## config.mk

```make
export PLATFORM = sky130hd
export DESIGN_NAME = instr_fetch_unit
export DESIGN_NICKNAME = d
export VERILOG_FILES = /design/src/rtl/instr_fetch_unit.sv
export SDC_FILE = /design/constraint.sdc
export NUM_CORES = 1
export LEC_CHECK = 0
export CAP_MARGIN = 20
export CELL_PAD_IN_SITES_DETAIL_PLACEMENT = 1
export CELL_PAD_IN_SITES_GLOBAL_PLACEMENT = 1
export CORE_ASPECT_RATIO = 1.1
export CORE_MARGIN = 3
export CORE_UTILIZATION = 37
export DETAILED_ROUTE_END_ITERATION = 10
export MAX_ROUTING_LAYER = met4
export PLACE_DENSITY_LB_ADDON = 0.1
export SLEW_MARGIN = 20
export SYNTH_ARGS = -nofsm -noshare
export SYNTH_HDL_FRONTEND = slang
export SYNTH_SLANG_ARGS = --single-unit
```

## constraint.sdc

```tcl
create_clock -name clk -period 7.26 [get_ports clk]
set_clock_uncertainty 0.05 [all_clocks]
set_input_delay 1.089 -clock clk [delete_from_list [all_inputs] [get_ports clk]]
set_output_delay 1.089 -clock clk [all_outputs]
set_load 0.02 [all_outputs]
```

## src/rtl/instr_fetch_unit.sv

```systemverilog
// Instruction fetch stage: owns the PC, drives the instruction ROM address and
// captures the returned word into the IF/ID register, trapping bad fetches.
module instr_fetch_unit #(
   parameter int                    DATA_WIDTH = 32,
   parameter logic [DATA_WIDTH-1:0] RESET_PC   = 32'h0040_0000,
   parameter int                    MEM_WORDS  = 1024
) (
   input  logic                  clk,
   input  logic                  rst,
   output logic [DATA_WIDTH-1:0] imem_address,
   input  logic [DATA_WIDTH-1:0] imem_rd,
   input  logic                  stall,
   input  logic                  flush,
   input  logic                  redirect_en,
   input  logic [DATA_WIDTH-1:0] redirect_pc,
   output logic [DATA_WIDTH-1:0] instr_out,
   output logic [DATA_WIDTH-1:0] pc_out,
   output logic [DATA_WIDTH-1:0] pc_plus4_out,
   output logic                  instr_valid,
   output logic                  fetch_fault
);

   typedef enum logic [1:0] {
      BOOT  = 2'd0,
      RUN   = 2'd1,
      FAULT = 2'd2
   } state_t;

   localparam logic [DATA_WIDTH-1:0] MEM_WORDS_W = DATA_WIDTH'(MEM_WORDS);

   state_t                state_q, state_d;
   logic [DATA_WIDTH-1:0] pc_q, pc_d;
   logic [DATA_WIDTH-1:0] instr_q, instr_d;
   logic [DATA_WIDTH-1:0] pc_id_q, pc_id_d;
   logic [DATA_WIDTH-1:0] pc4_id_q, pc4_id_d;
   logic                  valid_q, valid_d;
   logic                  fault_q, fault_d;

   logic [DATA_WIDTH-1:0] pc_plus4;
   logic [DATA_WIDTH-1:0] pc_offset;
   logic                  in_window;
   logic                  aligned;

   // Unsigned offset: any PC below the base wraps to a huge value, but the
   // explicit lower-bound compare keeps the intent obvious.
   assign pc_plus4  = pc_q + DATA_WIDTH'(4);
   assign pc_offset = pc_q - RESET_PC;
   assign in_window = (pc_q >= RESET_PC) && ((pc_offset >> 2) < MEM_WORDS_W);
   assign aligned   = (pc_q[1:0] == 2'b00);

   always_comb begin
      // NOTE: every variable gets a default first so no path leaves it unassigned,
      // which would otherwise infer a latch.
      state_d  = state_q;
      pc_d     = pc_q;
      instr_d  = instr_q;
      pc_id_d  = pc_id_q;
      pc4_id_d = pc4_id_q;
      valid_d  = valid_q;
      fault_d  = fault_q;

      unique case (state_q)
         BOOT: begin
            state_d = RUN;
            valid_d = 1'b0;
         end
         RUN: begin
            if (!aligned || !in_window) begin
               state_d = FAULT;
               fault_d = 1'b1;
               valid_d = 1'b0;
            end else if (redirect_en) begin
               pc_d    = redirect_pc;
               valid_d = 1'b0;
            end else if (stall) begin
               if (flush) valid_d = 1'b0;
            end else begin
               instr_d  = imem_rd;
               pc_id_d  = pc_q;
               pc4_id_d = pc_plus4;
               pc_d     = pc_plus4;
               valid_d  = !flush;
            end
         end
         FAULT: begin
            valid_d = 1'b0;
            fault_d = 1'b1;
         end
         default: begin
            state_d = FAULT;
            valid_d = 1'b0;
            fault_d = 1'b1;
         end
      endcase
   end

   // NOTE: sequential state uses non-blocking assignments so every register
   // samples the pre-edge values, independent of statement order.
   always_ff @(posedge clk or posedge rst) begin
      if (rst) begin
         state_q  <= BOOT;
         pc_q     <= RESET_PC;
         instr_q  <= '0;
         pc_id_q  <= '0;
         pc4_id_q <= '0;
         valid_q  <= 1'b0;
         fault_q  <= 1'b0;
      end else begin
         state_q  <= state_d;
         pc_q     <= pc_d;
         instr_q  <= instr_d;
         pc_id_q  <= pc_id_d;
         pc4_id_q <= pc4_id_d;
         valid_q  <= valid_d;
         fault_q  <= fault_d;
      end
   end

   assign imem_address = pc_q;
   assign instr_out    = instr_q;
   assign pc_out       = pc_id_q;
   assign pc_plus4_out = pc4_id_q;
   assign instr_valid  = valid_q;
   assign fetch_fault  = fault_q;

endmodule

```

**Word-level counts from Yosys, hierarchy flattened**

Index checks and enable logic that the tools add are counted.

- Bits in registers: 132
- Input port bits: 69
- Word-level logic and storage cells: 43

- Add/subtract/negate cells: 2
- Order comparisons: 2
- Equal/unequal tests: 5
- Muxes and demuxes: 11
- Bitwise operators: 5
- Reduce and logical (&&, ||, !) cells: 11

Operators by type and width:

| operator | number |
|---|---|
| $mux W32 | 2 |
| $add A32 B3 Y32 const B | 1 |
| $ge A32 B23 Y1 const B | 1 |
| $sub A32 B23 Y32 const B | 1 |
| $lt A30 B11 Y1 const B | 1 |
| $mux W1 | 6 |
| $pmux W2 S3 | 1 |
| $ne A5 B5 Y1 const B | 1 |
| $not A1 Y1 | 5 |
| $logic_not A2 Y1 | 2 |
| $reduce_and A2 Y1 | 2 |
| $reduce_and A4 Y1 | 1 |
| $logic_not A1 Y1 | 3 |
| $reduce_and A3 Y1 | 1 |
| $eq A2 B1 Y1 const B | 1 |
| $eq A2 B2 Y1 const B | 1 |
| $mux W2 | 1 |
| $ne A2 B1 Y1 const B | 1 |
| $ne A2 B2 Y1 const B | 1 |
| $pmux W1 S2 | 1 |
| $logic_and A1 B1 Y1 | 1 |
| $logic_or A1 B1 Y1 | 1 |

**Logic depth before layout (Yosys ltp)**

- Word-level depth: 7
- Mapped depth: 7
- Mapped depth without buffers: 5

**Least setup slack after synthesis**

OpenSTA, ideal clock, no wires.

- Path type: input -> register
- From: input port redirect_en
- To: register pc_id_q[11] (netlist: pc_out[11])
- Setup time: 0.128 ns
- Arrival: 2.331 ns
- Slack: 4.751 ns
- Stages on the path: 7
- Buffers on the path: 3
- Cells stage by stage: clkbuf_1 > nor2_1 > nand2_1 > nor3_2 > buf_6 > buf_8 > mux2_1

- Longest elaborated chain between the ends: 2

Ends and longest elaborated chain:

| item | RTL line | RTL |
|---|---|---|
| from (decl) | 14 | `input logic redirect_en,` |
| $not A1 Y1 (no source line) | n/a |  |
| $reduce_and A4 Y1 (no source line) | n/a |  |
| to (signal assigned) | 112 | `pc_id_q <= pc_id_d;` |
| to (decl) | 34 | `logic [DATA_WIDTH-1:0] pc_id_q, pc_id_d;` |

Every way passes these cells.
A chain may end at the register's enable or synchronous reset.

**Worst setup path in the final report**

- From: input port redirect_en
- To: register pc4_id_q[4] (netlist: pc_plus4_out[4])

- Longest elaborated chain between the ends: 2

Ends and longest elaborated chain:

| item | RTL line | RTL |
|---|---|---|
| $not A1 Y1 (no source line) | n/a |  |
| $reduce_and A4 Y1 (no source line) | n/a |  |
| to (signal assigned) | 113 | `pc4_id_q <= pc4_id_d;` |
| to (decl) | 35 | `logic [DATA_WIDTH-1:0] pc4_id_q, pc4_id_d;` |

Every way passes these cells.

==> metrics.cfg <==
[run_status]
status=finished, final reports clean

[cts]
cts_root_buf=clkbuf_16
clk_latency_ps=410
cts_buffers=17
htree_levels=4
clk_pin_slew_ps=50
clock-sinks=130
clock_path_buffers=2
cts_tree=built
ctsHoldBuffers=0
cts.repair.resized=0
post-cts-setup-buffers=0

[logic_synthesis]
synth_seq_cells=130
yosysSeqAreaShare=0.633
ys_warn_count=0
avgSynthCellArea_um2=13.5
synth-xor-area-share=0.0153
synth-edff-count=0
syn_area_um2=5140
async_flop_share=1.00
synth_mux_area_frac=0.120
ys.flop_type=dfrtp_1
synth.distinct_cells=47
synth_top_family_by_area=multiplexers
synth-compound-area-share=0.0810
synthAdderAreaFrac=0.00486
synthesis.nets=453
syn_inst=382
synthSimpleGateAreaFrac=0.109

[hold_path]
hold_path.class=reg2reg

[setup_path]
crit_cells=6
r2r_start=imem_address[22]
critPathRequiredTime_ps=7500
crit_path_start=redirect_en
cp_slowest_cell=clkdlybuf4s50_1
reg2reg_slack_ps=4790
r2r_cells=5
start_kind=primary input
cp.buffers_inverters=2
critPathKind=in2reg
crit_family=buffers and inverters
arrival_ps=3420
crit_fanout=49
path_cells=clkdlybuf4s50_1 -> nor2_1 -> nand2_1 -> nor3_4 -> buf_4 -> mux2_2
endpoint_kind=register
cp-endpoint=pc_plus4_out[4]
slowest_delay_ps=750
rr_endpoint=pc_plus4_out[4]

[route]
via_count=3769
wl_met3_um=877
highest_layer=met4
wl_met1_um=5900
drt_wl_total_um=14300
drtIter0Drc=159
vias_per_cell=4.88
ant_nets=0
wire_per_inst_um=18.5
wl_met2_um=7290
drc_errors=0
drt_first_pass_iters=4

[grt]
grt_pass1_wl_um=22900
grt_start_max_net_pins=67
antenna_found_initial=0
grt_pass1_vias=4232
grt.overflow.total=0
grtUsageTotal=0.197

[floorplan]
ios=199
dieArea_um2=15400
fp.dieW_um=118
core_area_um2=13400
fp-row-count=44
start_util=0.385
die_h_um=130

[finish]
layout-area-overhead-vs-synth_pct=51.8
fillers=1346
antenna_cells=0
multiInputGateArea_um2=1700
nNetsFinal=647
regArea_um2=3250
drive_gt1_frac=0.132
final_cells=773

[flow_run]
max-cap-violations=0

[placed_design]
numPortBuffers=198
routabilityCongestion=0.758
dp_cells=741
dpl.hpwl_um=10200

[sta]
setup_violations=0
finalCritPeriodShare=0.438
hold-worst-slack_ps=416
slew_headroom=0.435
period_needed_ps=3180
drv_slew=0
max_freq_mhz=314
fin_setup_tns_ps=0
rsz0062_at_grt=false
worstMarginPinSlew_ps=848
hold_viol=0

[pwr]
max-vdd-ir-drop_v=0.000143
leakagePower_nw=3.72
sequentialPowerShare=0.443
switchingPower_w=0.000340
p_comb_frac=0.038
internal_power_w=0.00130
p_per_area_nw_per_um2=210
power_frac_clock=0.519
swShare=0.207

## power groups by stage
stage	logic, W	clock network, W	registers, W
final	0.0000627	0.000851	0.000726
after detailed placement	0.0000637	0	0.000739
after floorplan	0.0000183	0	0.000739
after CTS	0.0000644	0.000872	0.000726
after global routing	0.0000690	0.000910	0.000725
after global placement	0.0000626	0	0.000739
## sequential cells by signal (all words and copies together) (netlist names)
signal,cells
fetch_fault,1
imem_address,32
instr_out,32
instr_valid,1
pc_out,32
pc_plus4_out,30
state_q,2
## cell usage after synthesis (4+ instances only)
library cell / count / area share
a21o_1: 19 / 0.028
mux2_2: 34 / 0.074
inv_1: 6 / 0.0044
nand2_1: 14 / 0.010
clkbuf_1: 6 / 0.0044
nand4_1: 4 / 0.0049
xnor2_1: 6 / 0.010
and4_1: 4 / 0.0068
buf_2: 8 / 0.0078
nand3_1: 6 / 0.0058
nor2_1: 7 / 0.0051
or2_2: 4 / 0.0049
a31oi_1: 8 / 0.0097
dfrtp_1: 129 / 0.63
mux2_1: 19 / 0.042
a21oi_1: 8 / 0.0078
buf_4: 9 / 0.013
o21bai_1: 4 / 0.0058
nor2b_1: 40 / 0.049
o21ai_0: 4 / 0.0039
## cell usage in the layout (no fill, tap or decap), types with 3 or more instances in the layout
cell type        instances
and4_1                   4
clkbuf_16               17
o21bai_1                 4
nor3_1                   3
inv_1                    5
dfrtp_1                129
buf_4                    3
clkinv_2                 5
a21o_1                  19
nor2_1                   7
xor2_1                   3
o22ai_1                  3
o21ai_0                  4
nand3_1                  6
mux2_2                  34
clkdlybuf4s50_1        198
or2_2                    4
nand2_1                 14
mux2_1                  19
a21oi_1                  8
clkinvlp_4               3
a31oi_1                  8
nor4_1                   3
nor2b_1                 40
bufinv_16                3
nand4_1                  4
xnor2_1                  6
## area by class of cell
| class | count | area share |
|---|---|---|
| clock buffers | 18 | 0.0549 |
| clock inverters | 14 | 0.0210 |
| inverters | 6 | 0.00352 |
| multi-input cells | 220 | 0.218 |
| flip-flops and latches | 130 | 0.417 |
| well taps | 184 | 0.0295 |
| repair buffers | 201 | 0.257 |
## kinds of logic (layout without fill, tap and decap cells)
| kind of cell | count (synthesis) | after routing |
|---|---|---|
| DFF | 130 | 130 |
| xor gates and xnor gates | 9 | 9 |
| adders and majority gates | 2 | 2 |
| and+or+nand+nor | 95 | 95 |
| buffers and inverters | 32 | 239 |
| AOI/OAI and AO/OA | 59 | 59 |
| muxes | 55 | 55 |
## worst register-to-register path, cell delays in order, from the launching register on
cell	delay [ps]
dfstp_2	540
nor4b_1	330
nand4_1	280
nor3_4	210
buf_4	510
mux2_2	430
## worst min-delay path by stage
stage / slack [ps] / start / endpoint / depth (start not counted)
detailed placement: 410 / imem_address[22] / imem_address[22] / 1
global route: 430 / imem_address[22] / imem_address[22] / 1
finish: 420 / pc_out[22] / pc_out[22] / 1
floorplan: 400 / state_q[1] / state_q[0] / 1
CTS: 420 / pc_out[22] / pc_out[22] / 1
global placement: 400 / pc_plus4_out[22] / pc_plus4_out[22] / 1
## stage by stage
step,area (µm²),power [W],util,setup WS [ps]
global placement,7220,0.000801,0.540,3730
detailed placement,7220,0.000802,0.540,3650
floorplan,5140,0.000757,-,2650
CTS,7810,0.00166,0.584,4080
finish,7810,0.00164,0.584,4080
global route,7810,0.00170,0.584,3920
## layer usage
metal / up-vias / GRT usage
li1: 1717 / -
met1: 1900 / 0.229
met2: 132 / 0.325
met3: 20 / 0.0646
met4: 0 / 0.0641
met5: - / -
No activity file was read; power rests on OpenSTA's default activity.
